[config.mk]
export PLATFORM = sky130hd
export DESIGN_NAME = mem_port_arbiter
export DESIGN_NICKNAME = d
export VERILOG_FILES = /design/src/rtl/mem_arb_pkg.sv /design/src/rtl/rsp_tag_pipe.sv /design/src/rtl/mem_port_arbiter.sv
export SDC_FILE = /design/constraint.sdc
export NUM_CORES = 1
export LEC_CHECK = 0
export CELL_PAD_IN_SITES_DETAIL_PLACEMENT = 0
export CELL_PAD_IN_SITES_GLOBAL_PLACEMENT = 1
export CORE_UTILIZATION = 25
export CTS_CLUSTER_SIZE = 16
export DETAILED_ROUTE_END_ITERATION = 7
export GPL_TIMING_DRIVEN = 0
export PLACE_DENSITY = 0.95
export SLEW_MARGIN = 20
export SYNTH_ARGS = -nofsm -noshare
export SYNTH_HDL_FRONTEND = slang
export SYNTH_SLANG_ARGS = --single-unit
[constraint.sdc]
create_clock -name clk -period 4.2 [get_ports clk]
set_clock_uncertainty 0.2 [all_clocks]
set_input_delay 0.84 -clock clk [delete_from_list [all_inputs] [get_ports clk]]
set_output_delay 0.84 -clock clk [all_outputs]
set_load 0.03 [all_outputs]
[src/rtl/mem_arb_pkg.sv]
// Shared types for the memory port arbiter: requester id, response tag, default read latency.
// No logic; types only.
// No backpressure applies to type definitions.
package mem_arb_pkg;

  typedef enum logic {
    REQ_IF  = 1'b0,
    REQ_LSU = 1'b1
  } req_e;

  typedef struct packed {
    logic valid;
    req_e owner;
    logic is_store;
  } tag_t;

  localparam int RD_LAT_DEF = 1;

endpackage

[src/rtl/rsp_tag_pipe.sv]
// Response tag shift register; a tag pushed at edge N appears on out_tag during cycle N+DEPTH.
// Latency DEPTH cycles, one tag per cycle, synchronous clear drops every tag in flight.
// No backpressure: the tag advances every cycle and the consumer must sink it on exit.
module rsp_tag_pipe
  import mem_arb_pkg::*;
#(
  parameter int DEPTH = 2
) (
  input  logic clk,
  input  logic clr,
  input  tag_t push_tag,
  output tag_t out_tag
);

  tag_t stage [DEPTH];

  always_ff @(posedge clk) begin
    if (clr) begin
      for (int i = 0; i < DEPTH; i++) stage[i] <= '0;
    end else begin
      stage[0] <= push_tag;
      for (int i = 1; i < DEPTH; i++) stage[i] <= stage[i-1];
    end
  end

  assign out_tag = stage[DEPTH-1];

endmodule

[src/rtl/mem_port_arbiter.sv]
// Shares one memory port between IF and LSU; MEM_ARB_RR_EN selects round-robin, else LSU-priority.
// Latency: port driven the cycle after acceptance, response 1+RD_LAT cycles after acceptance.
// Backpressure only on requests (ready = grant); responses cannot be stalled.
module mem_port_arbiter
  import mem_arb_pkg::*;
#(
  parameter int RD_LAT = RD_LAT_DEF,
  parameter int AW     = 32
) (
  input  logic          clk,
  input  logic          reset,
  input  logic          en,
  input  logic          if_req_valid,
  output logic          if_req_ready,
  input  logic [AW-1:0] if_addr,
  output logic          if_rsp_valid,
  output logic [31:0]   if_rsp_data,
  input  logic          lsu_req_valid,
  output logic          lsu_req_ready,
  input  logic [AW-1:0] lsu_addr,
  input  logic          lsu_we,
  input  logic [31:0]   lsu_wdata,
  input  logic [3:0]    lsu_be,
  output logic          lsu_rsp_valid,
  output logic [31:0]   lsu_rsp_data,
  output logic [AW-1:0] DataAdr,
  output logic [31:0]   WriteData,
  output logic          MemWrite,
  output logic [3:0]    mem_be,
  output logic          mem_re,
  input  logic [31:0]   mem_rdata
);

  logic if_gnt, lsu_gnt, lsu_wins;
  tag_t push_tag, out_tag;

`ifdef MEM_ARB_RR_EN
  req_e last_grant;

  always_ff @(posedge clk) begin
    if (reset)        last_grant <= REQ_IF;
    else if (if_gnt)  last_grant <= REQ_IF;
    else if (lsu_gnt) last_grant <= REQ_LSU;
  end

  // Ties go to whoever was not served last; reset state makes the first tie LSU's.
  assign lsu_wins = (last_grant == REQ_IF);
`else
  assign lsu_wins = 1'b1;
`endif

  always_comb begin
    if_gnt  = 1'b0;
    lsu_gnt = 1'b0;
    if (en && !reset) begin
      if (lsu_req_valid && (!if_req_valid || lsu_wins)) lsu_gnt = 1'b1;
      else if (if_req_valid)                            if_gnt  = 1'b1;
    end
  end

  assign if_req_ready  = if_gnt;
  assign lsu_req_ready = lsu_gnt;

  always_ff @(posedge clk) begin
    if (reset) begin
      DataAdr   <= '0;
      WriteData <= '0;
      MemWrite  <= 1'b0;
      mem_re    <= 1'b0;
      mem_be    <= 4'h0;
    end else begin
      MemWrite <= 1'b0;
      mem_re   <= 1'b0;
      mem_be   <= 4'h0;
      if (lsu_gnt) begin
        DataAdr <= lsu_addr;
        if (lsu_we) begin
          MemWrite  <= 1'b1;
          WriteData <= lsu_wdata;
          mem_be    <= lsu_be;
        end else begin
          mem_re <= 1'b1;
          mem_be <= 4'hF;
        end
      end else if (if_gnt) begin
        DataAdr <= if_addr;
        mem_re  <= 1'b1;
        mem_be  <= 4'hF;
      end
    end
  end

  always_comb begin
    push_tag          = '0;
    push_tag.valid    = if_gnt | lsu_gnt;
    push_tag.owner    = lsu_gnt ? REQ_LSU : REQ_IF;
    push_tag.is_store = lsu_gnt & lsu_we;
  end

  // One stage for the port register plus RD_LAT for the memory itself.
  rsp_tag_pipe #(.DEPTH(1 + RD_LAT)) u_tag_pipe (
    .clk      (clk),
    .clr      (reset),
    .push_tag (push_tag),
    .out_tag  (out_tag)
  );

  assign if_rsp_valid  = out_tag.valid && (out_tag.owner == REQ_IF);
  assign lsu_rsp_valid = out_tag.valid && (out_tag.owner == REQ_LSU);
  assign if_rsp_data   = mem_rdata;
  assign lsu_rsp_data  = out_tag.is_store ? 32'h0 : mem_rdata;

endmodule

==> impl_metrics.py <==
metrics = {
    "yosys": {
        "synth_cells": 387,
        "synth.distinct_cells": 20,
        "syn-cell-area_sq_mm": 0.00354,
        "yosys_warnings": 0,
        "ys_seq_area_share_pct": 42.9,
        "avgSynthCellArea_sq_um": 9.16,
        "ys_seq_elements": 76,
        "syn_nets": 525,
    },
    "timing": {
        "relSlewSlack_pct": 53.4,
        "hold_viol": 0,
        "setup_tns_ns": 0,
        "setup_viol": 0,
        "post-route-period-util_pct": 90.3,
        "period_minus_slack_ns": 3.79,
        "rsz0062_at_grt": "false",
        "tightest_slew_ns": 0.699,
        "fmax_mhz": 264,
        "worst_slack_ns": 0.409,
        "maxSlewViolCount": 0,
    },
    "die": {
        "dieArea_sq_mm": 0.0147,
        "pin_count": 276,
        "die_h_microns": 121,
        "start_util_pct": 25.5,
        "coreArea_sq_mm": 0.0139,
        "die_w_microns": 121,
        "rows": 43,
    },
    "power_and_ir_drop": {
        "ir_worst_vdd_v": 0.000247,
        "p_leak_nw": 2.61,
        "p_per_area_mw_per_mm2": 312,
    },
    "detailed_routing": {
        "drt-vias-per-instance": 4.31,
        "route.vias.total": 3696,
        "drc": 0,
        "wirelength_microns": 12700,
        "antenna_left": 0,
        "drt-initial-drc-count": 104,
        "routedWlPerCell_microns": 14.8,
        "first_pass_iters": 4,
    },
    "clock_network": {
        "clock_sinks": 76,
        "cts_buffers": 9,
        "holdBufCountCts": 0,
        "cts.clk_slew.worst_paths_ns": 0.06,
        "cts_setup_buffers": 0,
        "htreeDepth": 3,
        "clk_latency_ns": 0.34,
        "clock-root-buffer": "clkbuf_16",
        "clockBufferDepth": 2,
        "cts_tree": "yes",
        "postCtsResizedCells": 0,
    },
    "grt": {
        "grt_overflow": 0,
        "antenna_found_initial": 0,
        "track_usage_pct": 17.0,
        "grt_pass1_vias": 3737,
        "grt_pass1_wl_microns": 19100,
        "grt_max_degree": 15,
    },
    "worst_setup_path": {
        "critPathMaxFanout": 10,
        "crit_path_start_kind": "input port",
        "crit_chain": "clkdlybuf4s50_1 > nor2b_1 > buf_2 > and2_1 > clkbuf_1 > clkdlybuf4s50_1",
        "end_kind": "primary output",
        "reg2reg_to": "DataAdr[3]",
        "crit_required_ns": 3.16,
        "r2r-start": "DataAdr[3]",
        "cp_common_cell": "clkdlybuf4s50_1",
        "criticalPathCategory": "in2out",
        "cp_slowest_cell": "clkdlybuf4s50_1",
        "r2r_slack_ns": 3.31,
        "arrival_ns": 2.75,
        "rr_worst_depth": 2,
        "cp_slowest_stage_delay_ns": 0.75,
    },
    "status": {
        "status": "completed",
    },
    "final_layout": {
        "finalNetCount": 810,
        "area_growth_pct": 92.2,
        "antenna_cells": 0,
        "final_common_cell": "clkdlybuf4s50_1",
        "final_util_pct": 49.1,
        "layout_common_cells": "clkdlybuf4s50_1, dfxtp_1, nand2_1, a21oi_1, nor2b_1",
        "fin_cells": 857,
        "drive_gt1_share_pct": 14.3,
    },
    "placement": {
        "portBuffers": 274,
        "gp_congestion": 0.772,
        "detailedPlacementHpwl_microns": 10300,
        "place_inst": 841,
        "preCtsSetupSlack_ns": 0.383,
    },
    "hold_path": {
        "hold_path_class": "reg2reg",
        "min_from": "u_tag_pipe.stage[0][2]",
        "hold_path_end": "u_tag_pipe.stage[0][5]",
        "whs_path_depth": 1,
    },
    "run": {
        "maxCapViolations": 0,
    },
}
==> metal layers <==
layer	GRT usage, %	up-vias	part of all wire [%]
li1	-	1846	-
met1	18.7	1664	38
met2	30.1	167	51
met3	5.64	19	8.9
met4	6.71	0	1.8
met5	0	-	0
==> state kept, by name, summed over array words and instances, names as in the netlist <==
name	cells
DataAdr	32
MemWrite	1
WriteData	32
mem_be	4
mem_re	1
u_tag_pipe.stage	6
==> stage by stage <==
| step | instance area (sq um) | power (W) | hold slack, ns |
|---|---|---|---|
| after floorplan | 3540 | 0.00107 | 0.214 |
| after global placement | 6510 | 0.00135 | 0.219 |
| after detailed placement | 6510 | 0.00136 | 0.225 |
| after CTS | 6810 | 0.00215 | 0.239 |
| after global routing | 6810 | 0.00221 | 0.249 |
| final | 6810 | 0.00212 | 0.234 |
==> kinds of logic (layout without fill, tap and decap cells) <==
family                 after synthesis  after routing  synth area share (%)
buffers and inverters               69            359                  12.1
and+or+nand+nor                    110            110                  15.2
AOI/OAI and AO/OA                  100            100                  20.8
DFF                                 76             76                  42.9
muxes                               32             32                  9.04
==> cell type report <==
type / count / area [sq um]
Timing Repair Buffer: 274 / 2740
Sequential cell: 76 / 1520
Tap cell: 180 / 225
Clock buffer: 9 / 225
Clock inverter: 7 / 73.8
Inverter: 2 / 7.51
Multi-Input combinational cell: 242 / 1600
Fill cell: 1317 / 7070
Buffer: 67 / 420
==> worst max-delay path: cells and delay by family <==
family / cells / cell delay [ns]
buffers and inverters: 4 / 1.65
AND/OR/NAND/NOR: 2 / 0.26
==> synth_stat cells (all sizes together) <==
master / n / share of area, %
nand2: 65 / 6.9
nor2b: 37 / 6.5
a21oi: 64 / 9.0
nand4b: 1 / 0.42
dfxtp: 76 / 43
inv: 2 / 0.21
and2: 4 / 0.78
clkbuf: 18 / 1.9
and3b: 1 / 0.25
a21o: 4 / 0.85
a211oi: 32 / 11
or2: 1 / 0.18
mux2i: 32 / 9.0
and3: 1 / 0.18
buf: 49 / 10
==> where the power goes <==
part	internal (W)	leakage [nW]	switching [W]	total [W]
combinational	0.000295	1.84	0.000277	0.000572
sequential	0.000753	0.621	0.0000149	0.000768
clock	0.000463	0.146	0.000320	0.000783
==> how the worst max path moves through the flow <==
stage	from	endpoint	slack, ns
global route	en	lsu_req_ready	0.27
global placement	en	lsu_req_ready	0.39
finish	en	lsu_req_ready	0.41
detailed placement	en	lsu_req_ready	0.38
CTS	en	lsu_req_ready	0.38
floorplan	reset	if_req_ready	1.41
(Power assumes the default switching activity.)
